File: config.mk
export PLATFORM = sky130hd
export DESIGN_NAME = xmem_part_decoder_flat
export DESIGN_NICKNAME = d
export VERILOG_FILES = /design/src/rtl/xmem_part_decoder_if.sv /design/src/rtl/xmem_part_decoder.sv /design/src/flat_wrapper.sv
export SDC_FILE = /design/constraint.sdc
export NUM_CORES = 1
export LEC_CHECK = 0
export BUFFER_PORTS_ARGS = -buffer_cell sky130_fd_sc_hd__buf_2
export CAP_MARGIN = 40
export CORE_UTILIZATION = 45
export DETAILED_ROUTE_END_ITERATION = 10
export RECOVER_POWER = 50
export REMOVE_ABC_BUFFERS = 1
export SLEW_MARGIN = 20
export SYNTH_ARGS = -nofsm -noshare
export SYNTH_HDL_FRONTEND = slang
export SYNTH_SLANG_ARGS = --single-unit
export TNS_END_PERCENT = 5
File: constraint.sdc
create_clock -name clk -period 3.5 [get_ports clk]
set_clock_uncertainty 0.15 [all_clocks]
set_input_delay 0.7 -clock clk [delete_from_list [all_inputs] [get_ports clk]]
set_output_delay 0.7 -clock clk [all_outputs]
set_load 0.03 [all_outputs]
File: src/rtl/xmem_part_decoder_if.sv
// Request/decoded-output bundle for xmem_part_decoder.
// master = upstream request mux + downstream bank mux side, slave = the decoder.
`timescale 1ns/1ps
interface xmem_part_decoder_if #(
    parameter int PAW      = 16,
    parameter int PIW      = 3,
    parameter int CFG_ABIT = 19,
    parameter int DW       = 32
);
    // Handshake: a transfer happens on a rising clk edge where valid and ready
    // are both high; valid never waits on ready, and payload stays stable
    // while valid is high and ready is low.
    logic                req_valid;
    logic                req_ready;
    logic [CFG_ABIT:0]   req_addr;
    logic                req_we;
    logic [DW-1:0]       req_wdata;
    logic                out_valid;
    logic                out_ready;
    logic [PIW-1:0]      out_part;
    logic [PAW-1:0]      out_offset;
    logic                out_we;
    logic [DW-1:0]       out_wdata;
    logic                out_err;

    modport master (
        output req_valid, req_addr, req_we, req_wdata, out_ready,
        input  req_ready, out_valid, out_part, out_offset, out_we, out_wdata, out_err
    );

    modport slave (
        input  req_valid, req_addr, req_we, req_wdata, out_ready,
        output req_ready, out_valid, out_part, out_offset, out_we, out_wdata, out_err
    );
endinterface

File: src/rtl/xmem_part_decoder.sv
// Address-partition decoder: range-start table plus 2-stage address -> (partition, offset) pipe.
// Optional XMEM_RANGE_CHECK_EN: misses and config reads produce an error beat instead of clamping.
`timescale 1ns/1ps
module xmem_part_decoder #(
    parameter int PART_NUM = 4,
    parameter int AW       = 18,
    parameter int PAW      = 16,
    parameter int PIW      = 3,
    parameter int CFG_ABIT = 19,
    parameter int DW       = 32
) (
    input  logic                clk,
    input  logic                rstn,
    xmem_part_decoder_if.slave  bus
);
    localparam int NE = PART_NUM + 1;
`ifdef XMEM_RANGE_CHECK_EN
    localparam logic [PIW-1:0] MISS_PART = '0;
`else
    localparam logic [PIW-1:0] MISS_PART = PIW'(PART_NUM - 1);
`endif

    logic [AW:0]     rs [NE];
    logic            stall;
    logic            accept;
    logic            is_cfg;
    logic            cfg_wr;
    logic [3:0]      cfg_idx;
    logic [AW:0]     addr_ext;
    logic            hit_found;
    logic [PIW-1:0]  hit_idx;
    logic [PIW-1:0]  sel_part;
    logic [PAW-1:0]  sel_base;
    logic            unused_bits;

    logic            s1_valid;
    logic [PIW-1:0]  s1_part;
    logic [PAW-1:0]  s1_base;
    logic [PAW-1:0]  s1_addr;
    logic            s1_we;
    logic [DW-1:0]   s1_wdata;
    logic            s1_miss;

    logic            out_valid_q;
    logic [PIW-1:0]  out_part_q;
    logic [PAW-1:0]  out_offset_q;
    logic            out_we_q;
    logic [DW-1:0]   out_wdata_q;
    logic            out_err_q;

    assign stall         = out_valid_q & ~bus.out_ready;
    assign bus.req_ready = ~stall;
    assign accept        = bus.req_valid & ~stall;
    assign is_cfg        = bus.req_addr[CFG_ABIT];
    assign cfg_idx       = bus.req_addr[3:0];
    assign cfg_wr        = accept & is_cfg & bus.req_we & (cfg_idx <= 4'(PART_NUM));
    assign addr_ext      = {1'b0, bus.req_addr[AW-1:0]};
    assign unused_bits   = ^{bus.req_addr[CFG_ABIT-1:AW], bus.req_wdata[DW-1:AW+1]};

    // Scan from the top down so the lowest matching partition wins on overlap.
    always_comb begin
        hit_found = 1'b0;
        hit_idx   = '0;
        for (int i = PART_NUM - 1; i >= 0; i--) begin
            if (addr_ext >= rs[i] && addr_ext < rs[i+1]) begin
                hit_found = 1'b1;
                hit_idx   = PIW'(i);
            end
        end
    end

    // Only the low PAW bits of base and address matter for the offset.
    always_comb begin
        sel_part = hit_found ? hit_idx : MISS_PART;
        sel_base = '0;
        for (int i = 0; i < PART_NUM; i++) begin
            if (sel_part == PIW'(i)) sel_base = rs[i][PAW-1:0];
        end
    end

    always_ff @(posedge clk or negedge rstn) begin
        if (!rstn) begin
            for (int i = 0; i < NE; i++) rs[i] <= (AW+1)'(i << PAW);
            s1_valid <= 1'b0;
            s1_part  <= '0;
            s1_base  <= '0;
            s1_addr  <= '0;
            s1_we    <= 1'b0;
            s1_wdata <= '0;
            s1_miss  <= 1'b0;
        end else begin
            for (int i = 0; i < NE; i++) begin
                if (cfg_wr && cfg_idx == 4'(i)) rs[i] <= bus.req_wdata[AW:0];
            end
            if (!stall) begin
`ifdef XMEM_RANGE_CHECK_EN
                s1_valid <= accept & (~is_cfg | ~bus.req_we);
                s1_miss  <= is_cfg | ~hit_found;
`else
                s1_valid <= accept & ~is_cfg;
                s1_miss  <= 1'b0;
`endif
                s1_part  <= sel_part;
                s1_base  <= sel_base;
                s1_addr  <= bus.req_addr[PAW-1:0];
                s1_we    <= bus.req_we & ~is_cfg;
                s1_wdata <= bus.req_wdata;
            end
        end
    end

    always_ff @(posedge clk or negedge rstn) begin
        if (!rstn) begin
            out_valid_q  <= 1'b0;
            out_part_q   <= '0;
            out_offset_q <= '0;
            out_we_q     <= 1'b0;
            out_wdata_q  <= '0;
            out_err_q    <= 1'b0;
        end else if (!stall) begin
            out_valid_q <= s1_valid;
            if (s1_valid) begin
                out_part_q   <= s1_miss ? '0 : s1_part;
                out_offset_q <= s1_miss ? '0 : (s1_addr - s1_base);
                out_we_q     <= s1_we & ~s1_miss;
                out_wdata_q  <= s1_wdata;
                out_err_q    <= s1_miss;
            end
        end
    end

    assign bus.out_valid  = out_valid_q;
    assign bus.out_part   = out_part_q;
    assign bus.out_offset = out_offset_q;
    assign bus.out_we     = out_we_q;
    assign bus.out_wdata  = out_wdata_q;
    assign bus.out_err    = out_err_q;
endmodule

File: src/flat_wrapper.sv
// flat-port wrapper written by rule: the top's interface ports become plain ports
module xmem_part_decoder_flat 
#(
    parameter int PART_NUM = 4,
    parameter int AW       = 18,
    parameter int PAW      = 16,
    parameter int PIW      = 3,
    parameter int CFG_ABIT = 19,
    parameter int DW       = 32
)
  (clk, rstn, bus_req_valid, bus_req_addr, bus_req_we, bus_req_wdata, bus_out_ready, bus_req_ready, bus_out_valid, bus_out_part, bus_out_offset, bus_out_we, bus_out_wdata, bus_out_err);
  xmem_part_decoder_if #(.PAW(PAW), .PIW(PIW), .CFG_ABIT(CFG_ABIT), .DW(DW)) bus_i ();
  input  logic clk;
  input  logic rstn;
  input wire logic [$bits(bus_i.req_valid)-1:0] bus_req_valid;
  input wire logic [$bits(bus_i.req_addr)-1:0] bus_req_addr;
  input wire logic [$bits(bus_i.req_we)-1:0] bus_req_we;
  input wire logic [$bits(bus_i.req_wdata)-1:0] bus_req_wdata;
  input wire logic [$bits(bus_i.out_ready)-1:0] bus_out_ready;
  output wire logic [$bits(bus_i.req_ready)-1:0] bus_req_ready;
  output wire logic [$bits(bus_i.out_valid)-1:0] bus_out_valid;
  output wire logic [$bits(bus_i.out_part)-1:0] bus_out_part;
  output wire logic [$bits(bus_i.out_offset)-1:0] bus_out_offset;
  output wire logic [$bits(bus_i.out_we)-1:0] bus_out_we;
  output wire logic [$bits(bus_i.out_wdata)-1:0] bus_out_wdata;
  output wire logic [$bits(bus_i.out_err)-1:0] bus_out_err;
  assign bus_i.req_valid = bus_req_valid;
  assign bus_i.req_addr = bus_req_addr;
  assign bus_i.req_we = bus_req_we;
  assign bus_i.req_wdata = bus_req_wdata;
  assign bus_i.out_ready = bus_out_ready;
  assign bus_req_ready = bus_i.req_ready;
  assign bus_out_valid = bus_i.out_valid;
  assign bus_out_part = bus_i.out_part;
  assign bus_out_offset = bus_i.out_offset;
  assign bus_out_we = bus_i.out_we;
  assign bus_out_wdata = bus_i.out_wdata;
  assign bus_out_err = bus_i.out_err;
  xmem_part_decoder #(.PART_NUM(PART_NUM), .AW(AW), .PAW(PAW), .PIW(PIW), .CFG_ABIT(CFG_ABIT), .DW(DW)) u_core (.clk(clk), .rstn(rstn), .bus(bus_i));
endmodule
==> summary.txt <==
Route
  – Vias per inst: roughly 5.3
  – Vias: 7865
  – Final wirelength: 25680 um
  – Detailed-route wire length per cell: 17.35 um
  – ANT nets after route: 0
  – Initial DRC count: approximately 380
  – Drt drc: 0
  – Drt first pass iters: 5

STA
  – Fin Setup TNS: 0 ns
  – Worst-Margin Slew: slightly below 2 ns
  – Tmin final: 3.172 ns
  – Worst slew margin: -0.2898
  – Period Utilization, post-route: 0.9062
  – RSZ-0062 raised after global routing: false
  – Pins Over Slew Limit: 72
  – Final Setup Violations: 0
  – Fmax achieved: about 0.32 GHz
  – Final hold slack: roughly 0.31 ns
  – Final hold vios: 0
  – Worst setup margin: 0.3283 ns

Clocking
  – CTS tree: yes
  – Max clock buf depth: 2
  – Hold_buf cts: 0
  – Post-CTS setup buffers: 0
  – Worst-path clk slew: around 0.08 ns
  – CTS sink count: slightly below 200
  – H-tree levels: 4
  – Clk_lat worst skew: between 0.4 and 0.5 ns
  – PostCTS Resize Cnt: 0
  – Total CTS buffers: 17
  – CTS Root Cell: clkbuf_16

Final layout
  – Post-layout util: 0.5294
  – Share of layout cells above drive strength 1: 0.2234
  – Most frequent cells in the layout: nand2_1 (224), dfrtp_1 (192), buf_2 (107)
  – Antenna cells: 0
  – Post-Layout Cell Count: around 1500
  – Layout fillers: approximately 2200
  – Most common cell after layout, fill and taps aside: nand2_1
  – Final #Nets: around 1300
  – Final non-filler cell area: ~12000 um2
  – P&R area growth vs syn: 14.91%

Synthesis
  – Share of synthesized registers carrying an async set or reset: 1.000
  – #FFs+latches synth: between 150 and 200
  – Synth area leaders: dfrtp_1 (46%), ha_1 (10%), nand2_1 (8.1%), mux2_2 (6.5%), o21ai_0 (4.7%)
  – Register area share after synthesis: 0.4693
  – Netlist cell types: 66
  – Syn avg cell area: between 9 and 10 um2
  – Syn Inst Count: 1062
  – Top FF cell, synth: dfrtp_1
  – Yosys warnings: 0
  – Synthesized area: approximately 10000 um2
  – Area share of the largest cell type after synthesis: 0.4592
  – Post-synth EDFFs: 0
  – Yosys top cell by area: dfrtp_1

Pwr
  – PwrDens: 672.7 nW/um2
  – VDD IR max: 0.2776 mV
  – Total power: between 8 and 9 mW
  – Lkg Pwr: about 6 nW

Die
  – Die ar.: about 24000 um2
  – Chip height: about 150 um
  – I/O Pins: between 100 and 150
  – Starting Density: 0.4607
  – Std-Cell Rows: 55
  – Core footprint: 22710 um2
  – Die W: around 150 um

Global routing
  – Wire length of the first global-routing pass: 42160 um
  – Vias in the first global route: 7884
  – Tot GR Track Use: 0.2289
  – Initial antenna violation count: 0
  – Largest net degree at the start of global routing: 74
  – Global route total overflow: 0

Critical path
  – CP arrival: about 2.3 ns
  – Setup crit start kind: flip-flop
  – Crit Path Class: reg -> out
  – Worst Setup SP: u_core.bus.out_valid
  – RR Startpoint: u_core.rs[59]
  – Worst EP required: 2.65 ns
  – CP Capture Type: primary output
  – Crit path max fanout: 17

Place
  – I/O Buffers: between 100 and 150
  – Placed cells: 1447
  – Gpl congestion: 0.8093
  – Dpl cell area: approximately 11000 um2
  – Detailed Place HPWL: about 19000 um
  – Dpl ws: ~0.057 ns

Outcome
  – Failing checks: max-capacitance violations, max-slew violations
  – Status: finished with violations

Run
  – Max Cap Violations: 1

Hold path
  – Worst min-delay path category: in -> reg
  – Hold wc startpoint: bus_req_wdata[22]
## sequential cells by signal (all words and copies together), names as in the netlist
signal and cells:
u_core.s1_we 1, u_core.bus.out_part 2, u_core.s1_base 16, u_core.bus.out_we 1, u_core.s1_valid 1, u_core.rs 76, u_core.bus.out_offset 16, u_core.s1_part 2
u_core.bus.out_valid 1, u_core.bus.out_wdata 32, u_core.s1_addr 16, u_core.s1_wdata 32
## critical path: stages, from the launching register on
cell and delay (ns):
dfrtp_1 0.34, nor2b_1 0.87, inv_2 0.38, buf_2 0.30
## final timing paths
check	to	cells past startpoint	slack [ns]
min in group asynchronous	u_core.bus.out_wdata[1]	1	0.65
max in group asynchronous	u_core.bus.out_offset[8]	2	0.89
setup / recovery	bus_req_ready	3	0.33
setup reg to reg	u_core.s1_base[6]	10	0.46
hold reg to reg	u_core.s1_wdata[28]	2	0.31
hold / removal	u_core.s1_wdata[22]	3	0.31
## final cells by class
class | count | area (um2) | share of cell area
Clock buffer | 18 | 439.2 | 0.03653
Timing Repair Buffer | 146 | 860.8 | 0.07160
Tap cell | 285 | 356.6 | 0.02966
Clock inverter | 14 | 145.1 | 0.01207
Inverter | 90 | 337.8 | 0.02810
Sequential cell | 196 | 4910 | 0.4084
Multi-Input combinational cell | 731 | 4974 | 0.4137
## power by group
part | total (mW) | internal [mW] | switching, mW
Clock | 1.97 | 1.02 | 0.941
Combinational | 3.04 | 1.18 | 1.86
Sequential | 3.08 | 2.81 | 0.273
Total | 8.09 | 5.01 | 3.08
## metal layers
metal	GRT usage	routed length [um]
met1	0.3174	12500
met2	0.3773	12120
met3	0.03334	823
met4	0.05752	233
met5	0	0
## logic make-up (layout without fill, tap and decap cells)
family | count (synthesis) | in the layout | synth area share
other cells | 1 | 2 | 0.0003584
buf+inv | 136 | 268 | 0.05621
fa+ha+maj | 88 | 88 | 0.1060
xor+xnor | 11 | 11 | 0.009208
compound gates | 219 | 219 | 0.1397
simple gates | 338 | 338 | 0.1423
mux | 73 | 73 | 0.07701
flops | 196 | 196 | 0.4693
## synthesized netlist by cell type (4+ instances only)
library cell  number
a211oi_1           9
nand2_1          225
o211ai_1          13
mux2_2            60
o31ai_1            7
a21o_1            14
a2111oi_0          6
inv_1             89
clkbuf_1          31
dfrtp_1          192
and3_1             9
xnor2_1            6
a31oi_1            7
buf_6              5
nand4_1           10
o21a_1             4
mux2i_1           13
nand3b_1           5
xor2_1             5
ha_1              87
or2_2              5
dfstp_2            4
nor2_1            28
a221oi_2           9
nor3_1             4
nand3_1           22
nand2b_1           9
o21ai_0           99
nor2b_1            4
a21oi_1           26
Power figures use the tool's default switching activity.
